### config.mk
export PLATFORM = sky130hd
export DESIGN_NAME = pipe_adder
export DESIGN_NICKNAME = d
export VERILOG_FILES = /design/src/rtl/pipe_adder_pkg.sv /design/src/rtl/pipe_adder_chunk_adder.sv /design/src/rtl/pipe_adder.sv
export SDC_FILE = /design/constraint.sdc
export NUM_CORES = 1
export LEC_CHECK = 0
export ABC_AREA = 1
export CAP_MARGIN = 20
export CORE_ASPECT_RATIO = 1.4
export CORE_MARGIN = 5
export CORE_UTILIZATION = 60
export DETAILED_ROUTE_END_ITERATION = 7
export DONT_BUFFER_PORTS = 1
export GPL_ROUTABILITY_DRIVEN = 1
export PLACE_DENSITY = 0.77
export SETUP_SLACK_MARGIN = 0.15
export SYNTH_ARGS = -nofsm -noshare
export SYNTH_HDL_FRONTEND = slang
export SYNTH_SLANG_ARGS = --single-unit
### constraint.sdc
create_clock -name clk -period 5.8 [get_ports clk]
set_input_delay 1.16 -clock clk [delete_from_list [all_inputs] [get_ports clk]]
set_output_delay 1.16 -clock clk [all_outputs]
set_load 0.05 [all_outputs]
### src/rtl/pipe_adder_pkg.sv
// Shared helpers and stage record for pipe_adder.
// The sub field exists only when ADDSUB_EN is defined.
package pipe_adder_pkg;

    function automatic int chunk_w(input int width, input int stages);
        return width / stages;
    endfunction

    function automatic bit cfg_ok(input int width, input int stages);
        return (stages >= 1) && (stages <= width) && ((width % stages) == 0);
    endfunction

    // Per-stage control state; partial sum and operand chunks live in
    // width-sized arrays in the top because their size is a module parameter.
    typedef struct packed {
        logic co;
`ifdef ADDSUB_EN
        logic sub;
`endif
    } stage_t;

endpackage

### src/rtl/pipe_adder_chunk_adder.sv
// CW-bit combinational adder slice, one per pipeline stage.
module chunk_adder #(
    parameter int CW = 8
) (
    input  logic [CW-1:0] a,
    input  logic [CW-1:0] b,
    input  logic          ci,
    output logic [CW-1:0] s,
    output logic          co
);

    assign {co, s} = {1'b0, a} + {1'b0, b} + {{CW{1'b0}}, ci};

endmodule

### src/rtl/pipe_adder.sv
// Pipelined WIDTH-bit adder: one CW-bit chunk per stage, bubble-collapsing valid/ready.
// Optional ADDSUB_EN adds a sub input (x - y - cin as x + ~y + !cin).
module pipe_adder
    import pipe_adder_pkg::*;
#(
    parameter int WIDTH  = 32,
    parameter int STAGES = 4
) (
    input  logic             clk,
    input  logic             rst,
    input  logic             in_valid,
    output logic             in_ready,
    input  logic [WIDTH-1:0] x,
    input  logic [WIDTH-1:0] y,
    input  logic             cin,
`ifdef ADDSUB_EN
    input  logic             sub,
`endif
    output logic             out_valid,
    input  logic             out_ready,
    output logic [WIDTH-1:0] sum,
    output logic             cout
);

    localparam int CW = chunk_w(WIDTH, STAGES);

    if (!cfg_ok(WIDTH, STAGES)) begin : g_cfg_err
        $error("pipe_adder: WIDTH must be a multiple of STAGES, 1 <= STAGES <= WIDTH");
    end

    logic [STAGES-1:0] vld_pipe;
    logic [STAGES:0]   rdy;
    logic [STAGES-1:0] inv;
    logic [WIDTH-1:0]  acc [STAGES];  // {x chunks still to add, sum chunks done}
    logic [WIDTH-1:0]  yq  [STAGES];  // y rotated so the next chunk sits in the low bits
    stage_t            st  [STAGES];

    assign rdy[STAGES] = out_ready;
    assign in_ready    = rdy[0];
    assign out_valid   = vld_pipe[STAGES-1];
    assign sum         = acc[STAGES-1];
    assign cout        = st[STAGES-1].co;

`ifndef ADDSUB_EN
    assign inv = '0;
`endif

    for (genvar k = 0; k < STAGES; k++) begin : g_stage
        logic             pv;
        logic [WIDTH-1:0] acc_src;
        logic [WIDTH-1:0] acc_d;
        logic [CW-1:0]    ych;
        logic [CW-1:0]    a;
        logic [CW-1:0]    b;
        logic [CW-1:0]    s;
        logic             ci;
        logic             co;
        logic             v_q;
        logic [WIDTH-1:0] acc_q;
        stage_t           st_q;

        if (k == 0) begin : g_head
            assign pv      = in_valid;
            assign acc_src = x;
            assign ych     = y[CW-1:0];
            assign ci      = cin ^ inv[0];
`ifdef ADDSUB_EN
            assign inv[0]  = sub;
`endif
        end else begin : g_body
            assign pv      = vld_pipe[k-1];
            assign acc_src = acc[k-1];
            assign ych     = yq[k-1][CW-1:0];
            assign ci      = st[k-1].co;
`ifdef ADDSUB_EN
            assign inv[k]  = st[k-1].sub;
`endif
        end

        assign a = acc_src[k*CW +: CW];
        assign b = ych ^ {CW{inv[k]}};

        chunk_adder #(.CW(CW)) u_add (
            .a  (a),
            .b  (b),
            .ci (ci),
            .s  (s),
            .co (co)
        );

        always_comb begin
            acc_d              = acc_src;
            acc_d[k*CW +: CW]  = s;
        end

        // A stage may take new data when empty or when its own contents move on.
        assign rdy[k] = !v_q || rdy[k+1];

        always_ff @(posedge clk or posedge rst) begin
            if (rst) begin
                v_q   <= 1'b0;
                acc_q <= '0;
                st_q  <= '0;
            end else if (rdy[k]) begin
                v_q <= pv;
                if (pv) begin
                    acc_q   <= acc_d;
                    st_q.co <= co;
`ifdef ADDSUB_EN
                    st_q.sub <= inv[k];
`endif
                end
            end
        end

        assign vld_pipe[k] = v_q;
        assign acc[k]      = acc_q;
        assign st[k]       = st_q;

        if (k < STAGES - 1) begin : g_fwd
            logic [WIDTH-1:0] yq_q;
            if (k == 0) begin : g_y0
                always_ff @(posedge clk) begin
                    if (rdy[k] && pv)
                        yq_q <= (y >> CW) | (y << (WIDTH - CW));
                end
            end else begin : g_yk
                always_ff @(posedge clk) begin
                    if (rdy[k] && pv)
                        yq_q <= (yq[k-1] >> CW) | (yq[k-1] << (WIDTH - CW));
                end
            end
            assign yq[k] = yq_q;
        end
    end

endmodule

# After elaboration in Yosys (flattened, before gate mapping)
# Cells that the tools add are included.
[classes] eq_ne=0 n_reduce_logical=15 add_sub_neg=8 muxes=0 n_bitwise=3 shift=0 div_mod_pow=0 multipliers=0 order_cmp=0
[op_table] operator="adder 8 x 8 -> 9 bit" count=4
[op_table] operator="adder 9 x 1 -> 9 bit" count=4
[op_table] operator="OR 24 x 1 -> 24 bit (second input constant)" count=1
[op_table] operator="OR 16 x 1 -> 16 bit (second input constant)" count=1
[op_table] operator="OR 8 x 1 -> 8 bit (second input constant)" count=1
[op_table] operator="AND reduction 2 bit" count=4
[op_table] operator="logical NOT 1 bit" count=4
[op_table] operator="logical OR 1 bit" count=4
[op_table] operator="logical AND 1 bit" count=3
[totals] output_inout_bits=35 memories=0 rom_bits=0 ff_bits=184 word_cells=41 latchBits=0 input_bits=69 mem_bits_rw=0

# Depth between registers and ports, before layout
# Gate-level depths: netlist of run 1.
[depth] ltp_word=6 depth_mapped=9 mapped_depth_nobuf=9

# Cells and area by module
# From an unflattened synthesis of run 1, not the netlist that was laid out.
[unflattened] hier_cells=851 area_unflattened_um2=8236.6
[by_module_without_submodules] module="pipe_adder" area_per_inst_um2=6701.4 instances=1 cells_each=615 seq_area_each_um2=4844.6
[by_module_without_submodules] module="chunk_adder (g_stage[1].u_add ...)" area_per_inst_um2=384.1 instances=3 cells_each=59 seq_area_each_um2=0.0
[by_module_without_submodules] module="chunk_adder (g_stage[0].u_add)" area_per_inst_um2=382.9 instances=1 cells_each=59 seq_area_each_um2=0.0

# Worst setup path before layout of run 1
# No wires, ideal clock.
[synth_path] path_kind="in2out" from="in out_ready" to="out in_ready" path_buffers=0 t_arrival_ps=1678 path_stages=4 t_required_ps=4640 slack_ps=2962 path_cell_list="nor2_2 nand3_2 nor2_2 inv_2"
[synth_between] elab_chain_len=4
[synth_rtl] item="from (decl)" line_no="pipe_adder.sv:20" source="input logic out_ready,"
[synth_rtl] item="logical OR 1 bit (4 in series)" line_no="pipe_adder.sv:97" source="assign rdy[k] = !v_q || rdy[k+1];"
[synth_rtl] item="to (decl)" line_no="pipe_adder.sv:12" source="output logic in_ready,"
# Every way passes these cells.

# Worst setup path after layout of run 1
[layout_path] from="reg g_stage[3].v_q (netlist: out_valid)" to="out in_ready"
[layout_between] elab_chain_len=5
[layout_rtl] item="from (decl)" line_no="pipe_adder.sv:58" source="logic v_q;"
[layout_rtl] item="from (signal assigned)" line_no="pipe_adder.sv:105" source="v_q <= pv;"
[layout_rtl] item="logical NOT 1 bit" line_no="pipe_adder.sv:97"
[layout_rtl] item="logical OR 1 bit (4 in series)" line_no="pipe_adder.sv:97"
# Every way passes these cells.

==> results of run 1 <==
==> per-stage QoR <==
| step | worst slack [ps] | std cells | power, uW | instance area [sq um] | hold slack [ps] |
|---|---|---|---|---|---|
| final | 2725 | 985 | 4314 | 8582 | 419.7 |
| after global routing | 2608 | 985 | 4596 | 8582 | 429.4 |
| after CTS | 2698 | 985 | 4348 | 8582 | 421.5 |
| after detailed placement | 2763 | 953 | 3200 | 7995 | 404.5 |
| after global placement | 2794 | 952 | 3130 | 7975 | 404.1 |
| after floorplan | 1001 | 822 | 2963 | 7888 | 400.3 |
==> cell families (layout without fill, tap and decap cells) <==
logic type	count (synthesis)	count (layout)	synth area share, %
adders and majority gates	36	36	6.472
DFF	184	184	61.42
AOI/OAI and AO/OA	72	72	4.711
buffers and inverters	90	100	4.711
and+or+nand+nor	435	435	22.13
xor gates and xnor gates	5	5	0.5553
==> final cells by class <==
cell class	instances	area share (%)
Multi-Input combinational cell	548	31.21
Tap cell	153	2.231
Sequential cell	184	56.45
Inverter	66	2.945
Timing Repair Buffer	2	0.3207
Clock inverter	13	1.677
Clock buffer	19	5.161
==> per-layer routing <==
metal  GRT usage [%]  vias up  part of all wire (%)
met2           31.34      163                    47
li1                -     2608                     -
met4           7.102        0                   2.2
met5               0        -                     0
met3           6.258       32                   6.1
met1           26.48     2493                    44
==> state kept, by name (all words and copies together) (netlist names) <==
register / flops
cout: 1
g_stage.acc_q: 96
g_stage.g_fwd.yq_q: 48
g_stage.st_q: 3
g_stage.v_q: 3
out_valid: 1
sum: 32
==> layout by cell type (no fill, tap or decap), types with 2 or more instances in the layout <==
master	n
o21ai_0	30
nand2_1	365
dfrtp_1	136
o21ai_1	19
nand2_2	2
fa_1	8
nand3_1	32
a21oi_1	17
ha_1	28
inv_1	61
clkinv_2	2
o21bai_1	3
bufinv_16	2
xnor2_1	3
edfxtp_1	48
nor2_2	3
xor2_1	2
inv_6	5
or2_2	5
nand3b_1	9
clkinvlp_4	4
clkbuf_16	17
inv_2	4
nor2_1	16
o22ai_1	3
==> worst reg2reg max path, stage by stage (launching register included) <==
cell,delay (ps)
dfrtp_1,640
inv_1,120
nor2_2,190
nand3_2,140
nand2_2,480
inv_2,530
nor2_1,270
a21oi_1,60
==> where the power goes <==
group	switching (uW)	internal, uW
registers	593	1690
logic	574	323
clock network	485	650
==> worst paths after layout <==
| path | start | end | depth (start not counted) |
|---|---|---|---|
| max | out_valid | in_ready | 5 |
| min | g_stage[0].g_fwd.yq_q[21] | g_stage[1].g_fwd.yq_q[13] | 0 |
| max reg2reg | out_valid | g_stage[1].st_q | 7 |
| min reg2reg | g_stage[0].g_fwd.yq_q[21] | g_stage[1].g_fwd.yq_q[13] | 0 |
| max in group asynchronous | rst | g_stage[1].acc_q[18] | 2 |
| min in group asynchronous | rst | sum[5] | 1 |
==> impl_metrics.py, run 1 <==
metrics = {
    "drt": {
        "drt_iter0_drc": 361,
        "dr_total_vias": 5296,
        "drt_pass1_iterations": 5,
        "antenna_left": 0,
        "routed_wl_um": 14540,
        "viasPerCell": 5.377,
        "drc": 0,
        "post_drt_wl_per_cell_um": 14.76,
    },
    "yosys": {
        "ys_ff_latch": 184,
        "synth_cell_type_count": 25,
        "avgSynthCellArea_sq_um": 9.596,
        "synth.area.top_cells": "dfrtp_1, edfxtp_1, nand2_1",
        "ys.flop_type": "dfrtp_1",
        "netlist_area_sq_um": 7888,
        "ys_seq_area_share_pct": 61.42,
        "synthesis.nets": 927,
        "yosysMostFrequentCell": "nand2_1",
        "yosys-top-cells-count": "nand2_1, dfrtp_1, inv_1",
        "yosysWarnings": 0,
        "post-synth-top-area-cell": "dfrtp_1",
        "synth_top_cell_area_share_pct": 43.15,
        "synth_edf_count": 48,
        "synth_cells": 822,
        "ys_async_sr_fraction_pct": 73.91,
    },
    "setup_path": {
        "cpLargestDelayFamily": "flip-flops",
        "cp_max_fo": 3,
        "crit_path_frequent_cell": "nor2_2",
        "r2r_slack_ps": 3260,
        "path_cells": "inv_1 > nor2_2 > nand3_2 > nor2_2 > inv_2",
        "end_kind": "output pin",
        "critPathKind": "flip-flop to output pin",
        "worst-path-buf-inv": 2,
        "arrival_ps": 1910,
        "worstPathRequired_ps": 4640,
        "worst_setup_path_start_kind": "flip-flop",
        "slowest_delay_ps": 640,
        "cpMaxStageDelayCell": "dfrtp_1",
    },
    "timing": {
        "rsz0062_at_grt": "false",
        "tns_ps": 0,
        "finalMaxSlewViolations": 0,
        "finalHoldViolCount": 0,
        "fin_crit_ps": 3075,
        "slew_headroom_pct": 41.07,
        "finalCritPeriodShare_pct": 53.01,
        "clock_skew_ps": 7.203,
        "fmax_mhz": 325.3,
        "tightest_slew_ps": 882.7,
        "finalSetupViolCount": 0,
    },
    "cts": {
        "cts_tree": "yes",
        "htree_levels": 4,
        "cts_sinks": 184,
        "clockBufferDepth": 2,
        "clk_transition_reported_paths_ps": 70,
        "clock-root-buffer": "clkbuf_16",
        "postCtsSetupRepairBufs": 0,
        "numCtsBuffers": 17,
        "clk_latency_ps": 420,
        "cts_hold_buf": 0,
        "post_cts_resized": 0,
    },
    "place": {
        "gp_congestion": 0.7900,
        "dp_hpwl_um": 10230,
        "io_buffer_count": 0,
    },
    "global_routing": {
        "grt_pass1_wl_um": 25070,
        "grt_max_degree": 71,
        "antenna_found_initial": 0,
        "overflow": 0,
        "grt_pass1_vias": 5434,
        "grt.total_usage_pct": 20.00,
    },
    "cells_and_area": {
        "regArea_sq_um": 4845,
        "multi_input_area_sq_um": 2679,
        "fillers": 975,
        "layout-drive-gt1-share_pct": 6.130,
        "syn_to_final_growth_pct": 8.804,
        "utilization_pct": 66.66,
        "nNetsFinal": 924,
        "antennaDiodeCount": 0,
    },
    "status": {
        "outcome": "complete, no violations",
    },
    "flow_run": {
        "drv_cap": 0,
    },
    "floorplanning": {
        "die_y_um": 145.7,
        "die-width_um": 106.9,
        "start_util_pct": 61.26,
        "core_area_sq_um": 12870,
        "io_pins": 104,
        "die-area_sq_um": 15570,
        "row_count": 49,
    },
    "hold_path": {
        "hold_class": "flip-flop to flip-flop",
    },
    "power": {
        "power_density_nw_per_um2": 502.6,
        "power_leakage_uw": 0.004289,
        "vdd_ir_drop_max_mv": 0.2146,
    },
}
Note: power is estimated with default switching activity, not from simulation.
==> run 2: changes to the inputs <==
==> constraint.sdc (replaced) <==
create_clock -name clk -period 3.2 [get_ports clk]
set_input_delay 0.64 -clock clk [delete_from_list [all_inputs] [get_ports clk]]
set_output_delay 0.64 -clock clk [all_outputs]
set_load 0.05 [all_outputs]
==> run 2 against run 1 <==
Sequential share of layout area increased by 0.18 points. Clock power grew 68%. Count of clock-buffer cells in the layout did not move. Design area is 0.32% lower. Combinational power grew 81%. Register-to-register slack lost 2300 ps. Critical path type unchanged. Utilization is 0.21 points lower. Total power increased by 78%. Non-clock buffer count rose by 2. Routed wire length fell by 0.11%. Critical endpoint unchanged. Sequential power increased by 82%. Hold slack worse by 210 ps.
==> impl_metrics.py, run 2 (synthesis gave the netlist of run 1 again) <==
metrics = {
    "cells_and_area": {
        "largest_register_ff_count": 96,
        "final_cell_mix": "nand2_1, dfrtp_1, inv_1, edfxtp_1, nand3_1",
        "regMostFlops": "g_stage.acc_q",
        "final_common_cell": "nand2_1",
        "nNetsFinal": 926,
        "layout-drive-gt1-share_pct": 6.355,
        "syn_to_final_growth_pct": 8.455,
        "antennaDiodeCount": 0,
        "fillers": 1010,
        "regArea_sq_um": 4845,
        "multi_input_area_sq_um": 2679,
    },
    "place": {
        "io_buffer_count": 0,
        "post-place-ws_ps": 949.7,
        "gp_congestion": 0.8157,
        "dp_hpwl_um": 10060,
    },
    "power": {
        "p_sw_uw": 2955,
        "sequentialPowerShare_pct": 53.9,
        "internal_power_uw": 4732,
        "p_clk_share_pct": 25.0,
        "vdd_ir_drop_max_mv": 0.3979,
        "switching_share_pct": 38.44,
        "power_frac_comb_pct": 21.1,
        "power_density_nw_per_um2": 898.6,
        "power_uw": 7687,
        "power_leakage_uw": 0.004295,
    },
    "setup_path": {
        "crit_path_start": "out_valid",
        "end_kind": "output pin",
        "cpMaxStageDelayCell": "dfrtp_1",
        "worst_setup_path_start_kind": "flip-flop",
        "slowest_delay_ps": 640,
        "worstPathRequired_ps": 2560,
        "cpLargestDelayFamily": "flip-flops",
        "cp_max_fo": 3,
        "crit_path_frequent_cell": "nor2_2",
        "critPathKind": "flip-flop to output pin",
        "arrival_ps": 1960,
        "worst-path-buf-inv": 2,
        "path_cells": "inv_1 > nor2_2 > nand3_2 > nor2_2 > inv_2",
        "rr_startpoint": "out_valid",
    },
    "timing": {
        "finalMaxSlewViolations": 0,
        "fmax_mhz": 384.1,
        "whs_ps": 212.9,
        "tns_ps": 0,
        "slew_headroom_pct": 43.47,
        "finalCritPeriodShare_pct": 81.35,
        "rsz0062_at_grt": "false",
        "tightest_slew_ps": 846.8,
        "fin_crit_ps": 2603,
        "layout_setup_ws_ps": 596.7,
        "finalSetupViolCount": 0,
        "finalHoldViolCount": 0,
        "clock_skew_ps": 7.886,
    },
    "hold_path": {
        "hold_class": "input port to async pin",
    },
    "global_routing": {
        "grt_pass1_vias": 5345,
        "overflow": 0,
        "grt_pass1_wl_um": 24500,
        "grt_max_degree": 72,
        "antenna_found_initial": 0,
        "grt.total_usage_pct": 19.54,
    },
    "floorplanning": {
        "core_area_sq_um": 12870,
        "start_util_pct": 61.26,
        "io_pins": 104,
        "die_y_um": 145.7,
        "row_count": 49,
        "die-area_sq_um": 15570,
        "die-width_um": 106.9,
    },
    "drt": {
        "viasPerCell": 5.296,
        "antenna_left": 0,
        "post_drt_wl_per_cell_um": 14.71,
        "drt_iter0_drc": 311,
        "dr_total_vias": 5227,
        "routed_wl_um": 14520,
        "drc": 0,
        "drt_pass1_iterations": 6,
    },
    "cts": {
        "clockBufferDepth": 2,
        "cts_hold_buf": 0,
        "cts_tree": "yes",
        "post_cts_resized": 0,
        "clock-root-buffer": "clkbuf_16",
        "clk_transition_reported_paths_ps": 60,
        "htree_levels": 4,
        "postCtsSetupRepairBufs": 0,
        "cts_sinks": 184,
        "clk_latency_ps": 420,
        "numCtsBuffers": 17,
    },
    "flow_run": {
        "drv_cap": 0,
    },
    "status": {
        "outcome": "complete, no violations",
    },
}
[run 2: changes by cell type in the layout (fill, tap and decap cells not counted)]
cell and delta:
buf_4 +2, clkinvlp_4 -2, clkinv_2 +5, bufinv_16 -1, inv_6 -4, inv_4 +2
[run 2: metal layers]
| metal | wire [um] | up-vias | GRT usage, % |
|---|---|---|---|
| li1 | - | 2602 | - |
| met4 | 276 | 0 | 6.590 |
| met1 | 6555 | 2456 | 26.50 |
| met2 | 6947 | 140 | 30.58 |
| met3 | 740 | 29 | 5.504 |
| met5 | 0 | - | 0 |
[run 2: worst paths after layout]
check / depth (start not counted) / to / slack [ps]
worst min-delay path: 1 / sum[14] / 210
worst min register to register: 0 / g_stage[1].g_fwd.yq_q[15] / 420
worst max-delay path: 5 / in_ready / 600
min in group clk: 0 / g_stage[0].g_fwd.yq_q[6] / 310
worst max register to register: 7 / g_stage[2].acc_q[19] / 920
max in group asynchronous: 2 / g_stage[2].acc_q[3] / 2160
[run 2: layout make-up]
cell class	count	area share, %
multi-input cells	548	31.31
clock inverters	13	1.199
clock buffers	19	5.178
inverters	66	2.940
well taps	153	2.238
flip-flops and latches	184	56.63
repair buffers	4	0.4973
[run 2: metrics by stage]
| stage | util (%) | cell area, sq um | cells |
|---|---|---|---|
| 2_1_floorplan | - | 7891 | 822 |
| 3_3_place_gp | 62.21 | 8009 | 955 |
| 3_5_place_dp | 62.21 | 8009 | 955 |
| 4_1_cts | 66.44 | 8554 | 987 |
| 5_1_grt | 66.44 | 8554 | 987 |
| 6_report | 66.44 | 8554 | 987 |
[run 2: power groups by stage]
stage          clock network [uW]  logic, uW  registers [uW]
2_1_floorplan                   0       1310            4060
3_3_place_gp                    0       1510            4170
3_5_place_dp                    0       1600            4190
4_1_cts                      1950       1640            4150
5_1_grt                      2070       1900            4210
6_report                     1920       1620            4150
[run 2: worst reg2reg max path: stages, from the launching register on]
cell and delay [ps]:
dfrtp_1 560, inv_1 180, nor2_2 70, nand2_1 100, nand2_2 210, inv_2 690, o21ai_0 230, o22ai_1 150
==> run 3: changes to the inputs <==
--- a/config.mk
+++ b/config.mk
@@ -9,11 +9,11 @@
 export CAP_MARGIN = 20
 export CORE_ASPECT_RATIO = 1.4
 export CORE_MARGIN = 5
-export CORE_UTILIZATION = 60
+export CORE_UTILIZATION = 57
 export DETAILED_ROUTE_END_ITERATION = 7
 export DONT_BUFFER_PORTS = 1
 export GPL_ROUTABILITY_DRIVEN = 1
-export PLACE_DENSITY = 0.77
+export PLACE_DENSITY = 0.76
 export SETUP_SLACK_MARGIN = 0.15
 export SYNTH_ARGS = -nofsm -noshare
 export SYNTH_HDL_FRONTEND = slang
==> constraint.sdc (replaced) <==
create_clock -name clk -period 2.1 [get_ports clk]
set_input_delay 0.42 -clock clk [delete_from_list [all_inputs] [get_ports clk]]
set_output_delay 0.42 -clock clk [all_outputs]
set_load 0.05 [all_outputs]
==> run 3 against run 2 <==
Worst setup slack worse by 390 ps. Design area increased by 2.5%. Routed wire length is 4.6% higher. Clock skew rose by 0.51 ps. Count of clock-buffer cells in the layout unchanged. Final cell count is 4.4% higher. Total power up 55%. Combinational power rose by 58%. Non-clock buffer count is 8 higher.
==> impl_metrics.py, run 3 (synthesis gave the netlist of run 1 again) <==
metrics = {
    "status": {
        "outcome": "complete, no violations",
    },
    "cells_and_area": {
        "final_cell_mix": "nand2_1, dfrtp_1, inv_1, edfxtp_1, o21ai_0",
        "final_common_cell": "nand2_1",
        "nNetsFinal": 936,
        "regMostFlops": "g_stage.acc_q",
        "fillers": 1134,
        "utilization_pct": 63.62,
        "largest_register_ff_count": 96,
        "layout-drive-gt1-share_pct": 8.057,
        "syn_to_final_growth_pct": 11.17,
        "stdcell_area_sq_um": 8768,
        "stdcell_count": 1030,
    },
    "place": {
        "gp_congestion": 0.8004,
        "io_buffer_count": 0,
        "dp_hpwl_um": 10430,
        "placedCellCount": 992,
        "placed_cell_area_sq_um": 8112,
    },
    "timing": {
        "fmax_mhz": 527.6,
        "rsz0062_at_grt": "true",
        "tightest_slew_ps": 852.9,
        "finalCritPeriodShare_pct": 90.26,
        "clock_skew_ps": 8.396,
        "finalHoldViolCount": 0,
        "finalMaxSlewViolations": 0,
        "fin_crit_ps": 1895,
        "slew_headroom_pct": 43.06,
        "finalSetupViolCount": 0,
    },
    "cts": {
        "clockBufferDepth": 2,
        "clk_transition_reported_paths_ps": 70,
        "cts_sinks": 184,
        "htree_levels": 4,
        "numCtsBuffers": 17,
        "clk_latency_ps": 420,
        "cts_tree": "yes",
        "clock-root-buffer": "clkbuf_16",
    },
    "setup_path": {
        "r2r_slack_ps": 220,
        "critPathKind": "flip-flop to output pin",
        "cp_max_fo": 3,
        "reg2regPathDepth": 6,
        "r2r-end": "g_stage[0].g_fwd.yq_q[15]",
        "worst_setup_path_start_kind": "flip-flop",
        "arrival_ps": 1480,
        "worstPathRequired_ps": 1680,
        "rr_startpoint": "out_valid",
        "end_kind": "output pin",
    },
    "floorplanning": {
        "row_count": 51,
        "die-width_um": 109.4,
        "die-area_sq_um": 16320,
        "start_util_pct": 57.23,
        "core_area_sq_um": 13780,
        "io_pins": 104,
        "die_y_um": 149.2,
    },
    "global_routing": {
        "grt_pass1_vias": 5373,
        "grt.total_usage_pct": 19.69,
        "overflow": 0,
        "grt_pass1_wl_um": 25520,
        "grt_max_degree": 82,
        "antenna_found_initial": 1,
    },
    "drt": {
        "drc": 0,
        "routed_wl_um": 15180,
        "drt_pass1_iterations": 5,
        "dr_total_vias": 5286,
        "antenna_left": 0,
        "drt_iter0_drc": 310,
        "post_drt_wl_per_cell_um": 14.74,
        "viasPerCell": 5.132,
    },
    "flow_run": {
        "drv_cap": 0,
    },
    "hold_path": {
        "holdPathEnd": "g_stage[0].g_fwd.yq_q[6]",
        "hold_depth": 0,
        "hold_start": "y[14]",
        "hold_class": "input port to flip-flop",
    },
    "power": {
        "vdd_ir_drop_max_mv": 0.5703,
        "power_density_nw_per_um2": 1355,
        "power_leakage_uw": 0.004355,
        "power_uw": 11890,
    },
}
-- run 3: changes by cell type in the layout (fill, tap and decap cells not counted), moves of 3 or more --
cell	previous run	this run
fa_1	8	4
clkinv_2	7	3
buf_4	3	8
clkinv_1	0	3
fa_2	0	4
nand3_1	32	28
nand3_2	1	4
-- run 3: area by class of cell --
type	instances	area, sq um	area share [%]
antenna	1	2.502	0.02854
clock buffer	19	432.9	4.937
clock inverter	13	128.9	1.470
inverter	66	254.0	2.897
multi-input combinational	550	2744	31.29
sequential	184	4845	55.25
tap	185	231.5	2.640
timing repair buffer	12	130.1	1.484
-- run 3: stage by stage --
step                      hold WS, ps  TNS [ps]  setup slack [ps]
final                           93.54         0             204.6
after global routing            76.06         0             64.75
after CTS                       78.44         0             6.507
after detailed placement        404.5         0             9.740
after global placement          404.7         0             84.39
after floorplan                 400.3     -1788            -13.15
-- run 3: worst max path at each step --
stage                          from                         to  slack (ps)
after floorplan                 rst                       cout         -10
after global placement    out_valid  g_stage[0].g_fwd.yq_q[19]          80
after detailed placement  out_valid  g_stage[0].g_fwd.yq_q[18]          10
after CTS                 out_valid  g_stage[0].g_fwd.yq_q[19]           7
after global routing      out_valid  g_stage[0].g_fwd.yq_q[15]          60
final                     out_valid                   in_ready         200
-- run 3: report_power, final --
part	total (uW)	switching [uW]	internal, uW
combinational	2560	1610	951
sequential	6290	1630	4660
clock	3030	1280	1740
-- run 3: per-layer routing --
| layer | track usage (%) | share of wire [%] |
|---|---|---|
| met3 | 5.284 | 6.0 |
| met5 | 0 | 0 |
| met4 | 6.800 | 1.9 |
| met1 | 26.17 | 43 |
| met2 | 31.36 | 49 |
-- run 3: repair_timing --
item / 4_1_cts / 5_1_grt
endpoints found under the hold margin: 30 / 0
resized for setup: 2 / 13
setup endpoints to repair: 17 / 26
pin swaps: 0 / 7
hold buffers: 1 / 0
gates cloned: 0 / 2
setup buffers: 0 / 2
-- run 3: critical path, cell delays in order, from the launching register on --
cell and delay (ps):
dfrtp_1 350, inv_1 70, nor2_4 120, nand3_2 130, nor2_4 150, inv_2 80, buf_12 150
